File: src/rtl/cpu_fifo_port_pkg.sv
// ---------------------------------------------------------------------------
// cpu_fifo_port_pkg
//  Shared constants and types for the CPU FIFO port.
//  - CPU_DATA_WIDTH : word width carried by both queues
//  - FIFO_RX_DEPTH  : default RX queue depth (power of two, >= 2)
//  - FIFO_TX_DEPTH  : default TX queue depth (power of two, >= 2)
//  - FifoStatus     : packed status word for debug/status readout
//  - cnt_width()    : occupancy counter width for a given depth
// ---------------------------------------------------------------------------
package cpu_fifo_port_pkg;

  localparam int CPU_DATA_WIDTH = 16;
  localparam int FIFO_RX_DEPTH  = 8;
  localparam int FIFO_TX_DEPTH  = 8;

  typedef struct packed {
    logic empty;
    logic full;
    logic err_underflow;
    logic err_overflow;
  } FifoStatus;

  // Occupancy counter must be able to hold DEPTH itself, hence the extra bit.
  function automatic int cnt_width(input int depth);
    return $clog2(depth) + 1;
  endfunction

endpackage

File: src/rtl/cpu_fifo_port_sync_fifo.sv
// ---------------------------------------------------------------------------
// cpu_fifo_port_sync_fifo
//  Single-clock first-word-fall-through FIFO.
//  Ports:
//   clk, rst   : clock, synchronous active-high reset
//   push, din  : enqueue request and data (dropped when full, unless a pop
//                happens on the same edge)
//   pop        : dequeue request (ignored when empty)
//   dout       : head word, forced to 0 while empty
//   empty/full : occupancy flags
//   count      : occupancy, $clog2(DEPTH)+1 bits
// ---------------------------------------------------------------------------
module cpu_fifo_port_sync_fifo
  import cpu_fifo_port_pkg::*;
#(
  parameter int DATA_WIDTH = CPU_DATA_WIDTH,
  parameter int DEPTH      = 8
) (
  input  logic                  clk,
  input  logic                  rst,
  input  logic                  push,
  input  logic                  pop,
  input  logic [DATA_WIDTH-1:0] din,
  output logic [DATA_WIDTH-1:0] dout,
  output logic                  empty,
  output logic                  full,
  output logic [$clog2(DEPTH):0] count
);

  localparam int AW = $clog2(DEPTH);

  logic [DATA_WIDTH-1:0] r_mem [DEPTH];
  logic [AW-1:0]         r_wr_ptr;
  logic [AW-1:0]         r_rd_ptr;
  logic [AW:0]           r_count;
  logic                  w_do_push;
  logic                  w_do_pop;

  assign empty = (r_count == '0);
  assign full  = (r_count == (AW+1)'(DEPTH));

  // A push into a full queue still succeeds when the head leaves on the
  // same edge; a pop of an empty queue never happens, so push-on-empty with
  // pop requested behaves as a plain push.
  assign w_do_pop  = pop && !empty;
  assign w_do_push = push && (!full || w_do_pop);

  // Fall-through head; zero while empty so stale words never leak out.
  assign dout  = empty ? '0 : r_mem[r_rd_ptr];
  assign count = r_count;

  // Pointers are exactly AW bits wide, so DEPTH being a power of two makes
  // the natural overflow the modulo-DEPTH wrap.
  always_ff @(posedge clk) begin
    if (rst) begin
      r_wr_ptr <= '0;
      r_rd_ptr <= '0;
      r_count  <= '0;
    end else begin
      if (w_do_push) r_wr_ptr <= r_wr_ptr + 1'b1;
      if (w_do_pop)  r_rd_ptr <= r_rd_ptr + 1'b1;
      case ({w_do_push, w_do_pop})
        2'b10:   r_count <= r_count + 1'b1;
        2'b01:   r_count <= r_count - 1'b1;
        default: r_count <= r_count;
      endcase
    end
  end

  // Storage has no reset; validity is tracked purely by r_count.
  always_ff @(posedge clk) begin
    if (w_do_push) r_mem[r_wr_ptr] <= din;
  end

endmodule

File: src/rtl/cpu_fifo_port.sv
// ---------------------------------------------------------------------------
// cpu_fifo_port
//  Responder for the CPU FIFO instructions. RX queue: external producer ->
//  CPU loads. TX queue: CPU stores -> external consumer. cpu_rx_empty is the
//  BR_FIFO condition; cpu_rd_data feeds the regfile FIFO input leg.
//  Ports:
//   clk, rst                      : clock, synchronous active-high reset
//   cpu_rd_en / cpu_rd_data       : pop RX / RX head (fall-through, 0 if empty)
//   cpu_rx_empty                  : RX empty
//   cpu_wr_en / cpu_wr_data       : push TX
//   cpu_tx_full                   : TX full (pipeline stall indication)
//   ext_in_valid/_data/_ready     : producer handshake into RX
//   ext_out_valid/_data/_ready    : consumer handshake out of TX
//  Optional (macro CPU_FIFO_PORT_STATS_EN):
//   stats_clr                     : clears the sticky error flags
//   rx_count / tx_count           : queue occupancy
//   err_underflow / err_overflow  : sticky ignored-pop / dropped-push flags
// ---------------------------------------------------------------------------
module cpu_fifo_port
  import cpu_fifo_port_pkg::*;
#(
  parameter int DATA_WIDTH = CPU_DATA_WIDTH,
  parameter int RX_DEPTH   = FIFO_RX_DEPTH,
  parameter int TX_DEPTH   = FIFO_TX_DEPTH
) (
  input  logic                  clk,
  input  logic                  rst,
  input  logic                  cpu_rd_en,
  output logic [DATA_WIDTH-1:0] cpu_rd_data,
  output logic                  cpu_rx_empty,
  input  logic                  cpu_wr_en,
  input  logic [DATA_WIDTH-1:0] cpu_wr_data,
  output logic                  cpu_tx_full,
  input  logic                  ext_in_valid,
  input  logic [DATA_WIDTH-1:0] ext_in_data,
  output logic                  ext_in_ready,
  output logic                  ext_out_valid,
  output logic [DATA_WIDTH-1:0] ext_out_data,
  input  logic                  ext_out_ready
`ifdef CPU_FIFO_PORT_STATS_EN
  ,
  input  logic                           stats_clr,
  output logic [cnt_width(RX_DEPTH)-1:0] rx_count,
  output logic [cnt_width(TX_DEPTH)-1:0] tx_count,
  output logic                           err_underflow,
  output logic                           err_overflow
`endif
);

  logic                           w_rx_push;
  logic                           w_rx_empty;
  logic                           w_rx_full;
  logic [cnt_width(RX_DEPTH)-1:0] w_rx_count;
  logic                           w_tx_empty;
  logic                           w_tx_full;
  logic [cnt_width(TX_DEPTH)-1:0] w_tx_count;

  // Ready is held low while rst is asserted so no producer handshake can
  // complete on a reset edge.
  assign ext_in_ready = !rst && !w_rx_full;
  assign w_rx_push    = ext_in_valid && ext_in_ready;

  cpu_fifo_port_sync_fifo #(
    .DATA_WIDTH (DATA_WIDTH),
    .DEPTH      (RX_DEPTH)
  ) u_rx_fifo (
    .clk   (clk),
    .rst   (rst),
    .push  (w_rx_push),
    .pop   (cpu_rd_en),
    .din   (ext_in_data),
    .dout  (cpu_rd_data),
    .empty (w_rx_empty),
    .full  (w_rx_full),
    .count (w_rx_count)
  );

  // The consumer's ready is the TX pop; the FIFO itself ignores it while
  // empty, which is exactly ext_out_valid=0.
  cpu_fifo_port_sync_fifo #(
    .DATA_WIDTH (DATA_WIDTH),
    .DEPTH      (TX_DEPTH)
  ) u_tx_fifo (
    .clk   (clk),
    .rst   (rst),
    .push  (cpu_wr_en),
    .pop   (ext_out_ready),
    .din   (cpu_wr_data),
    .dout  (ext_out_data),
    .empty (w_tx_empty),
    .full  (w_tx_full),
    .count (w_tx_count)
  );

  assign cpu_rx_empty  = w_rx_empty;
  assign cpu_tx_full   = w_tx_full;
  assign ext_out_valid = !w_tx_empty;

`ifdef CPU_FIFO_PORT_STATS_EN
  logic r_err_underflow;
  logic r_err_overflow;

  // A store into a full TX is only dropped if the head is not leaving on
  // the same edge. Clear has priority over a same-cycle set.
  always_ff @(posedge clk) begin
    if (rst || stats_clr) begin
      r_err_underflow <= 1'b0;
      r_err_overflow  <= 1'b0;
    end else begin
      if (cpu_rd_en && w_rx_empty)                 r_err_underflow <= 1'b1;
      if (cpu_wr_en && w_tx_full && !ext_out_ready) r_err_overflow  <= 1'b1;
    end
  end

  assign rx_count      = w_rx_count;
  assign tx_count      = w_tx_count;
  assign err_underflow = r_err_underflow;
  assign err_overflow  = r_err_overflow;
`else
  // Occupancy is only exported with the stats option.
  logic w_unused_counts;
  assign w_unused_counts = ^{w_rx_count, w_tx_count};
`endif

endmodule

File: config.mk
export PLATFORM = sky130hd
export DESIGN_NAME = cpu_fifo_port
export DESIGN_NICKNAME = d
export VERILOG_FILES = /design/src/rtl/cpu_fifo_port_pkg.sv /design/src/rtl/cpu_fifo_port_sync_fifo.sv /design/src/rtl/cpu_fifo_port.sv
export SDC_FILE = /design/constraint.sdc
export NUM_CORES = 1
export LEC_CHECK = 0
export ABC_AREA = 1
export ABC_CLOCK_PERIOD_IN_PS = 3290
export CAP_MARGIN = 0
export CORE_MARGIN = 8
export CORE_UTILIZATION = 53
export CTS_BUF_LIST = sky130_fd_sc_hd__clkbuf_8 sky130_fd_sc_hd__clkbuf_16
export CTS_CLUSTER_DIAMETER = 150
export DETAILED_ROUTE_END_ITERATION = 16
export PLACE_DENSITY = 0.84
export SLEW_MARGIN = 20
export SYNTH_ARGS = -nofsm -noshare
export SYNTH_HDL_FRONTEND = slang
export SYNTH_HIERARCHICAL = 1
export SYNTH_SLANG_ARGS = --single-unit
export TNS_END_PERCENT = 5
File: constraint.sdc
create_clock -name clk -period 3.29 [get_ports clk]
set_clock_uncertainty 0.2 [all_clocks]
set_input_delay 0.658 -clock clk [delete_from_list [all_inputs] [get_ports clk]]
set_output_delay 0.658 -clock clk [all_outputs]
set_load 0.02 [all_outputs]
# Word level (Yosys, flattened, before mapping)
# Memory sizes are Yosys's and may differ from the RTL's. A register that Yosys moved wholly into a read port is not among the register bits.
# Cells that the tools add are included.
[totals] mem_bits_ro=0 latch_bits=0 reg_bits=20 out_inout_bits=36 n_memories=2 word_cells=51 ramBits=256 in_bits=38
[op_classes] n_eq_ne=6 magnitude_cmp=0 shift=0 addsub=8 bitwise=0 mul=0 n_reduce_logical=17 mux=12 div=0
[mem_list] name="u_rx_fifo.r_mem" words=8 word_bits=16 rd=1 rd_clocked_by_memory_dff=1 write_ports=1 line="cpu_fifo_port_sync_fifo.sv:32" rtl="logic [DATA_WIDTH-1:0] r_mem [DEPTH];"
[mem_list] name="u_tx_fifo.r_mem" words=8 word_bits=16 rd=1 rd_clocked_by_memory_dff=1 write_ports=1 line="cpu_fifo_port_sync_fifo.sv:32"
[ops] op="16-bit two-way mux" count=2
[ops] op="4-bit one-hot mux with 2 select lines" count=2
[ops] op="3-bit by 1-bit adder with 3-bit output (second input constant)" count=4
[ops] op="3-bit two-way mux" count=4
[ops] op="4-bit by 1-bit adder with 4-bit output (second input constant)" count=2
[ops] op="4-bit equality test (second input constant)" count=2
[ops] op="4-bit logical NOT" count=2
[ops] op="4-bit by 1-bit subtractor with 4-bit output (second input constant)" count=2
[ops] op="1-bit logical AND" count=6
[ops] op="1-bit logical NOT" count=5
[ops] op="2-bit by 1-bit equality test with 1-bit output (second input constant)" count=2
[ops] op="2-bit equality test (second input constant)" count=2
[ops] op="1-bit two-way mux" count=4
[ops] op="2-bit nonzero test" count=2
[ops] op="1-bit logical OR" count=2

# Logic depth before layout (Yosys ltp)
# Gate-level depths: netlist of the first run.
[depth] word_depth=7 ltp_mapped=18 depth_no_buf=18

# Cells and area by module
# The synthesis of the first run kept the hierarchy.
[by_module_without_submodules] mod="cpu_fifo_port_sync_fifo" n_inst=2 seq_area_each_um2=4103.9 cells_per_inst=458 area_per_inst_um2=5720.5
[by_module_without_submodules] mod="cpu_fifo_port" n_inst=1 seq_area_each_um2=0.0 cells_per_inst=7 area_per_inst_um2=31.3

# Worst setup path after synthesis of the first run
# Ideal clock, no wire load.
[synth_path] path_kind="input-to-reg" from="input port rst" to="memory u_rx_fifo/r_mem[0][0] in the netlist's numbering, enable pin" t_required_ns=2.702 setup_ns=0.388 setup_slack_ns=0.803 cell_stages=7 arrival_time_ns=1.899 path_cell_list="inv_1 > nand2_2 > nor2_2 > nand2_1 > inv_1 > nand2_1 > nor2_1"
[synth_between] elab_chain_cells=6
[synth_rtl] element="start: declaration" line="cpu_fifo_port.sv:27" rtl="input logic rst,"
[synth_rtl] element="1-bit logical NOT" line="cpu_fifo_port.sv:60" rtl="assign ext_in_ready = !rst && !w_rx_full;"
[synth_rtl] element="1-bit logical AND" line="cpu_fifo_port.sv:60"
[synth_rtl] element="1-bit logical AND" line="cpu_fifo_port.sv:61" rtl="assign w_rx_push = ext_in_valid && ext_in_ready;"
[synth_rtl] element="via w_rx_push" line="cpu_fifo_port.sv:50" rtl="logic w_rx_push;"
[synth_rtl] element="1-bit logical AND" line="cpu_fifo_port_sync_fifo.sv:46" rtl="assign w_do_push = push && (!full || w_do_pop);"
[synth_rtl] element="1-bit two-way mux" line="cpu_fifo_port_sync_fifo.sv:72" rtl="if (w_do_push) r_mem[r_wr_ptr] <= din;"
[synth_rtl] element="1-bit two-way mux (implied by the code)" line="cpu_fifo_port_sync_fifo.sv:72"
[synth_rtl] element="end: declaration" line="cpu_fifo_port_sync_fifo.sv:32"
# The timed path passes the listed nets, and every way through them passes these cells.

==> results of run 1 <==
-- sequential cells by signal (all words and copies together) (netlist names), named ones only --
register            flops
u_rx_fifo/r_mem       128
u_tx_fifo/r_mem       128
u_rx_fifo/count         4
u_tx_fifo/count         4
u_rx_fifo/r_rd_ptr      3
u_rx_fifo/r_wr_ptr      3
u_tx_fifo/r_rd_ptr      3
u_tx_fifo/r_wr_ptr      3
-- through the flow --
stage / total power [mW] / hold slack [ns] / std cells
after floorplan: 6.37 / 0.233 / 923
after global placement: 7.43 / 0.247 / 1262
after detailed placement: 7.54 / 0.259 / 1262
after CTS: 10.4 / 0.274 / 1306
after global routing: 10.8 / 0.297 / 1306
final: 10.3 / 0.276 / 1306
-- kinds of logic after synthesis --
family,after synthesis
buf+inv,93
mux,32
flops,282
fa+ha+maj,10
compound gates,224
xor+xnor,2
simple gates,280
-- power breakdown --
group	total [mW]	internal, mW	switching (mW)
clock network	2.85	1.64	1.21
logic	3.22	1.19	2.03
registers	4.21	4.08	0.132
-- synth_stat cells (14+ instances only) --
| cell | instances | share of area, % |
|---|---|---|
| mux2i_1 | 32 | 2.8 |
| edfxtp_1 | 256 | 67 |
| o21ai_0 | 150 | 6.5 |
| dfxtp_1 | 26 | 4.5 |
| o22ai_1 | 32 | 1.7 |
| inv_1 | 45 | 1.5 |
| nand2_1 | 30 | 0.98 |
| a21oi_1 | 18 | 0.79 |
| nand3_1 | 14 | 0.61 |
| buf_2 | 18 | 0.79 |
| o21ai_1 | 22 | 0.96 |
| nor2_1 | 216 | 7.1 |
-- worst max-delay path by stage --
stage / from / endpoint / slack (ns) / cells after the start
after detailed placement: flip-flop / cpu_rd_data[5] / 0.33 / 6
after global placement: rst / u_rx_fifo/count[3] / 0.44 / 15
final: flip-flop / cpu_rd_data[11] / 0.09 / 8
after floorplan: rst / u_rx_fifo/r_mem[0][0] / 0.80 / 7
after global routing: flip-flop / cpu_rd_data[2] / 0.006 / 6
after CTS: flip-flop / cpu_rd_data[5] / -0.09 / 7
-- timing repair --
action / 4_1_cts / 5_1_grt
endpoints found under the setup margin: 20 / 24
gates cloned: 0 / 0
gates resized for setup: 10 / 24
-- critical path: stages (launching register included) --
cell and delay [ns]:
dfxtp_4 0.46, buf_6 0.25, nor2_1 0.07, nor2_1 0.08, o21ai_0 0.08, o21ai_1 0.08
o21ai_1 0.07, nor2_1 0.11, clkdlybuf4s50_1 0.60
-- layer usage --
layer	global-route usage, %	up-vias
li1	-	3473
met1	21.2	3572
met2	31.3	325
met3	3.07	56
met4	6.17	0
met5	0	-
-- layout make-up --
cell class                      instances  share of cell area (%)
Inverter                               47                    1.35
Clock buffer                           31                    5.43
Clock inverter                         13                   0.660
Sequential cell                       282                    61.0
Tap cell                              280                    2.60
Multi-Input combinational cell        548                    20.9
Timing Repair Buffer                  105                    8.09
==> metrics.txt, run 1 <==
Peak VDD IR 0.756 mV; Die Wd 163 um; Adder-Cell Fraction of Synth Area 1.22%; hold-critical path endpoint u_rx_fifo/r_rd_ptr[2]; # diodes 0; Hold Startpoint u_rx_fifo/r_rd_ptr[2]; CP endpoint kind primary output; via/cell ratio 5.69; Remaining DRCs 0; most frequent cells in the layout edfxtp_1 (256), nor2_1 (216), o21ai_0 (150); Worst R2R End u_rx_fifo/count[3]; EDFF count, synth approximately 260; Routed Antenna Nets 0; area of the multi-input gates between 2000 and 3000 um^2; die area around 27000 um^2; drt initial violations 590; via count 7426; # Post-CTS Setup Buffers 0; Slew @ Worst Pin 0.595 ns; antenna violations before repair 0; commonest non-fill, non-tap cell in the layout edfxtp_1; worst endpoint required time 2.43 ns; main combinational cell family by area after synthesis compound AO/OA/AOI/OAI gates; P&R area growth vs syn 17.4%; R2R depth 17; Mapped Area 11500 um^2; CTS tree built; I/O Pins 74; Leak 4.97 nW; Max-Cap Viols 0; WP data arrival 2.35 ns; routed len/inst around 18 um; met3 wire length 1.75 mm; mux cell area share after synthesis 2.79%; status completed; period utilization 97.4%; Period minus WS final 3.20 ns; met1 WL 9.44 mm; post-synthesis xor/xnor area fraction 0.153%; Root Driver clkbuf_16; register area 8210 um^2; #FFs+latches synth around 280; Sinks on Clock Net 282; Synth Instances approximately 920; simple-gate portion of the synthesized area 10.1%; Synth cell types 27; WHS Path Cells 2; Clock Latency Late Sink 0.52 ns; Port Buffers 73; share of cells above drive strength 1 9.06%; chip height 163 um; grt ovf 0; final worst slack 0.0868 ns; clock tree buffer depth 3; GRT Total Usage approximately 18%; design area 13500 um^2; Site Rows 54; post-layout util 62.5%; WL final 24.1 mm; Synth Net Count 971; total CTS buffers 27; Mean Syn Cell Area 12.4 um^2; post-synthesis compound-gate area fraction 10.2%; Max Clk Rate 0.312 GHz; # H-tree levels 1; Core Region 21600 um^2; worst rel slew slack 60.3%; TNS Setup 0 ns; Worst-path clk slew 0.06 ns; Worst R2R Start u_rx_fifo/count[0]; fin. max-slew vios 0; detailed placer's ending HPWL around 14 mm; gpl congestion 0.768; pwr/cell area 764 nW/um^2; ys flop type edfxtp_1; worst-path fanout max 23; first-pass iteration count of the detailed router 5; ys async rst share 0%; final hold vios 0; largest net degree at the start of global routing 65; sequential element share of the synthesized area 71.5%; met2 wire len between 10 and 15 mm; fill count 1537; dpl cell area 12600 um^2; DP Worst Slack 0.326 ns; CTS Hold Bufs 0; crit start category flip-flop; Worst Hold Class flip-flop to flip-flop; Top Metal Used met4; Nets 1059; Starting Density 53.2%; Worst Path Class, Setup flip-flop to primary output; unrepaired setup endpoints after global routing false; Ys Warns 6; first-pass GRT wire length 37.6 mm; reg2reg setup slack between 0.8 and 0.9 ns; Final setup viols 0; vias in the first global route roughly 7400
Power figures use the tool's default switching activity.
==> run 2, diff against run 1 <==
- CAP_MARGIN: 0 -> default
- CORE_UTILIZATION: 53 -> 25
- PLACE_DENSITY: 0.84 -> 0.51
- SKIP_CTS_REPAIR_TIMING: default -> 1
==> run 2 against run 1 <==
Critical path depth unchanged. The run now ends with negative setup slack left. Maximum frequency down 4.7%. Design area increased by 4.1%. Combinational power increased by 2%. Clock power grew 12%. First-iteration DRC count down 1.7%. Critical path type unchanged.
==> metrics.txt, run 2 (synthesis results as in run 1) <==
fin. max-slew vios 0 (unchanged); Die Wd 230 um (+41%); # H-tree levels 1 (unchanged); Int Power 7.17 mW (+3.6%); Site Rows 78 (+44%); commonest non-fill, non-tap cell in the layout edfxtp_1; CTS tree built; grt ovf 0 (unchanged); Core Region 45400 um^2 (+110%); Hold Slack 0.264 ns (-0.0118 ns); via count 7154 (-3.7%); Starting Density 25.3% (-28 points); Largest regs u_rx_fifo/r_mem x128, u_tx_fifo/r_mem x128; Final setup viols 7 (+7); Routed Antenna Nets 0 (unchanged); failing checks negative setup slack; dpl cells 1585 (+26%); antenna violations before repair 3 (+3); dpl cell area 13000 um^2 (+3.4%); crit-path cells buf_4 > nor2_1 > nor2_1 > o21ai_0 > o21ai_0 > o21ai_0 > nor2_1 > clkdlybuf4s50_1; worst-path fanout max 22 (-4.3%); clock network power share 29.9% (+2.2 points); GRT met1 Usage 12.8% (-8.4 points); Comb power frac 30.7% (-0.7 points); Worst Hold Class flip-flop to flip-flop; I/O Pins 74 (unchanged); design area 14000 um^2 (+4.1%); NetSw 3.54 mW (+5.0%); period utilization 102% (+4.9 points); CP endpoint kind primary output; via/cell ratio 4.36 (-23%); Remaining DRCs 0 (unchanged); P&R area growth vs syn 22.2%; Worst-path clk slew 0.06 ns (about the same); detailed placer's ending HPWL 15.9 mm (+9.9%); crit-path leading delay family buffers and inverters; pwr/cell area 764 nW/um^2 (about the same); M3 GR Usage 2.44% (-0.64 points); most frequent cells in the layout edfxtp_1 (256), nor2_1 (216), o21ai_0 (150); gpl congestion 0.730 (-5.0%); Max-Cap Viols 0 (unchanged); sequential share of power 39.4% (-1.5 points); crit start category flip-flop; grt met2 use 16.7% (-15 points); most used routing layer met2; WL final 26.8 mm (+11%); WP data arrival 2.50 ns (+0.15 ns); DP Worst Slack 0.364 ns (+0.0381 ns); CP max stage delay 0.61 ns (about the same); status finished, violations left; Nets 1066 (+0.66%); Worst Path Class, Setup flip-flop to primary output; first-pass GRT wire length 42.1 mm (+12%); drt initial violations 580 (-1.7%); unrepaired setup endpoints after global routing true; Sinks on Clock Net 282 (unchanged); share of cells above drive strength 1 9.51% (+0.45 points); vias in the first global route 7094 (-4.1%); die area 53000 um^2 (+99%); Period minus WS final 3.36 ns (+0.160 ns); routed len/inst 16.3 um (-12%); final hold vios 0 (unchanged); clock tree buffer depth 3 (unchanged); Slew @ Worst Pin 0.653 ns (+0.0583 ns); total CTS buffers 31 (+15%); Slowest cell on crit path clkdlybuf4s50_1; CP bufs+invs 2 (unchanged); Leak 5.05 nW (+1.6%); Clock Latency Late Sink 0.56 ns (+0.04 ns); Port Buffers 73 (unchanged); Root Driver clkbuf_16; Max Clk Rate 0.297 GHz (-4.7%); Peak VDD IR 0.430 mV (-43%); worst endpoint required time 2.43 ns (about the same); GRT Total Usage 9.92% (-7.7 points); chip height 230 um (+41%); worst rel slew slack 56.4% (-3.9 points); first-pass iteration count of the detailed router 5 (unchanged); Sw Ratio 33.0% (+0.31 points); Final Non-Filler Cells 1642 (+26%); final worst slack -0.0729 ns (-0.160 ns); largest net degree at the start of global routing 65 (unchanged)
run 2: cell type report:
type	instances	area (um^2)
fillers	4563	31400
clock buffers	31	776
well taps	600	751
multi-input cells	548	2810
repair buffers	108	1120
flip-flops and latches	282	8220
inverters	47	180
diodes	1	2.50
clock inverters	25	158
run 2: worst min-delay path, cell delays in order (launching register included):
cell and delay [ns]:
dfxtp_1 0.31, inv_1 0.05, a21oi_1 0.07
run 2: worst paths after layout:
| check | startpoint | end | slack, ns | depth (start not counted) |
|---|---|---|---|---|
| min | u_tx_fifo/r_rd_ptr[2] | u_tx_fifo/r_rd_ptr[2] | 0.26 | 2 |
| max reg2reg | u_rx_fifo/count[0] | u_rx_fifo/count[3] | 0.90 | 17 |
| min reg2reg | u_tx_fifo/r_rd_ptr[2] | u_tx_fifo/r_rd_ptr[2] | 0.26 | 2 |
| max | flip-flop | ext_out_data[5] | -0.07 | 8 |
run 2: layer usage:
| metal | vias to the layer above | routed length [um] |
|---|---|---|
| li1 | 3492 | - |
| met1 | 3463 | 12000 |
| met5 | - | 27 |
| met2 | 154 | 12800 |
| met3 | 41 | 1550 |
| met4 | 4 | 516 |
run 2: power groups by stage:
stage	Clock [mW]	Combinational [mW]	Sequential [mW]
2_1_floorplan	0	2.15	4.22
4_1_cts	3.29	3.38	4.21
3_3_place_gp	0	3.34	4.28
6_report	3.20	3.29	4.22
3_5_place_dp	0	3.36	4.29
5_1_grt	3.43	3.66	4.24
run 2: metrics by stage:
| step | total power, mW | util, % | setup TNS [ns] |
|---|---|---|---|
| 4_1_cts | 10.9 | 30.7 | -4.92 |
| 3_5_place_dp | 7.65 | 28.7 | 0 |
| 6_report | 10.7 | 30.9 | -0.400 |
| 2_1_floorplan | 6.37 | - | 0 |
| 5_1_grt | 11.3 | 30.9 | -1.81 |
| 3_3_place_gp | 7.62 | 28.7 | 0 |
==> run 3, diff against run 2 <==
- TNS_END_PERCENT: 5 -> default
==> run 3 against run 2 <==
The flow now finishes without violations. Clock-buffer cell count unchanged. Via count up 0.59%. Register-to-register slack about the same. First-iteration DRC count down 7.9%. Critical endpoint is now cpu_rd_data[6]. Largest cell class unchanged. Largest power group unchanged. Highest routed layer unchanged.
==> metrics.txt, run 3 (synthesis results as in run 1) <==
design area 14100 um^2 (+0.32%); reg2reg setup slack 0.90 ns (about the same); Die Wd 230 um (unchanged); Slowest cell on crit path dfxtp_4; M3 GR Usage 2.44% (unchanged); most frequent cells in the layout edfxtp_1 (256), nor2_1 (216), o21ai_0 (150); Nets 1068 (+0.19%); CP endpoint kind primary output; Sinks on Clock Net 282 (unchanged); Worst Path Class, Setup flip-flop to primary output; Largest regs u_rx_fifo/r_mem x128, u_tx_fifo/r_mem x128; # H-tree levels 1 (unchanged); P&R area growth vs syn 22.6%; Root Driver clkbuf_16; grt ovf 0 (unchanged); first-pass GRT wire length 42.1 mm (unchanged); Worst-path clk slew 0.06 ns (about the same); chip height 230 um (unchanged); Max Clk Rate 0.326 GHz (+9.7%); unrepaired setup endpoints after global routing false; fin. max-slew vios 0 (unchanged); Starting Density 25.3% (unchanged); total CTS buffers 31 (unchanged); most used routing layer met2; Hold Startpoint u_tx_fifo/r_rd_ptr[2]; drt initial violations 534 (-7.9%); CP max stage delay 0.40 ns (-0.21 ns); WL final 26.9 mm (+0.17%); Remaining DRCs 0 (unchanged); dpl cell area 13000 um^2 (unchanged); Final setup viols 0 (-7); worst-path fanout max 44 (+100%); gpl congestion 0.730 (unchanged); Worst R2R End u_rx_fifo/count[3]; Max-Cap Viols 0 (unchanged); dpl cells 1585 (unchanged); first-pass iteration count of the detailed router 5 (unchanged); Core Region 45400 um^2 (unchanged); detailed placer's ending HPWL 15.9 mm (unchanged); Worst R2R Start u_rx_fifo/count[0]; largest net degree at the start of global routing 65 (unchanged); Clock Latency Late Sink 0.54 ns (-0.02 ns); GRT met1 Usage 12.8% (unchanged); commonest non-fill, non-tap cell in the layout edfxtp_1; via/cell ratio 4.38 (+0.46%); Worst Hold Class flip-flop to flip-flop; WHS Path Cells 2 (unchanged); crit start category flip-flop; final hold vios 0 (unchanged); share of cells above drive strength 1 9.68% (+0.17 points); via count 7196 (+0.59%); Final Non-Filler Cells 1644 (+0.12%); Routed Antenna Nets 0 (unchanged); clock tree buffer depth 3 (unchanged); GRT Total Usage 9.92% (unchanged); grt met2 use 16.7% (unchanged); antenna violations before repair 3 (unchanged); Period minus WS final 3.06 ns (-0.298 ns); WP data arrival 2.21 ns (-0.29 ns); I/O Pins 74 (unchanged); Slew @ Worst Pin 0.659 ns (+0.00522 ns); vias in the first global route 7094 (unchanged); hold-critical path endpoint u_tx_fifo/r_rd_ptr[2]; Peak VDD IR 0.430 mV (about the same); worst endpoint required time 2.43 ns (about the same); period utilization 93.2% (-9.1 points); worst rel slew slack 56.0% (-0.35 points); Pwr Total 10.7 mW (about the same); Port Buffers 73 (unchanged); CTS tree built; pwr/cell area 762 nW/um^2 (-0.23%); routed len/inst 16.3 um (about the same); Leak 5.17 nW (+2.4%); R2R depth 17 (unchanged); die area 53000 um^2 (unchanged); Site Rows 78 (unchanged); crit-path cells inv_2 > buf_12 > nor2_1 > o21ai_0 > o21ai_0 > nor2_1 > dlymetal6s2s_1; status completed
run 3: cell count changes in the layout (fill, tap and decap cells not counted):
| cell | previous run | this run |
|---|---|---|
| buf_4 | 29 | 30 |
| buf_8 | 0 | 1 |
| clkdlybuf4s50_1 | 49 | 41 |
| dlymetal6s2s_1 | 24 | 32 |
| inv_2 | 2 | 1 |
| inv_4 | 0 | 1 |
run 3: worst max-delay path by stage:
| stage | slack, ns | cells after the start | startpoint | endpoint |
|---|---|---|---|---|
| after CTS | -0.24 | 8 | flip-flop | ext_out_data[0] |
| after floorplan | 0.80 | 7 | rst | u_rx_fifo/r_mem[0][0] |
| after detailed placement | 0.36 | 8 | flip-flop | ext_out_data[0] |
| final | 0.23 | 7 | flip-flop | cpu_rd_data[6] |
| after global placement | 0.37 | 8 | flip-flop | ext_out_data[0] |
| after global routing | 0.11 | 7 | flip-flop | cpu_rd_data[4] |
run 3: layer usage:
layer / vias up / part of all wire (%)
met5: - / 0.10
met4: 4 / 1.9
met3: 42 / 5.5
met2: 155 / 47
met1: 3497 / 45
li1: 3498 / -
run 3: worst max-delay path: cells and delay by family (launching register included):
| family | cells | cell delay [ns] |
|---|---|---|
| AND/OR/NAND/NOR | 2 | 0.34 |
| flip-flops | 1 | 0.40 |
| buffers and inverters | 3 | 0.66 |
| AO/OA/AOI/OAI | 2 | 0.24 |
run 3: area by class of cell:
cell class / count / area [um^2]
repair buffers: 110 / 1160
multi-input cells: 548 / 2810
fillers: 4559 / 31300
inverters: 47 / 183
flip-flops and latches: 282 / 8220
clock inverters: 25 / 158
clock buffers: 31 / 776
diodes: 1 / 2.50
well taps: 600 / 751
run 3: stage by stage:
step	utilization (%)	setup TNS (ns)	setup slack, ns	hold slack, ns
finish	31.0	0	0.225	0.264
global route	31.0	0	0.109	0.288
CTS	30.7	-4.92	-0.240	0.268
detailed placement	28.7	0	0.364	0.259
global placement	28.7	0	0.373	0.245
floorplan	-	0	0.803	0.233
run 3: power by group:
part,switching [mW],leakage [nW],internal (mW)
Sequential,0.134,2.53,4.08
Clock,1.35,0.499,1.85
Combinational,2.06,2.14,1.24
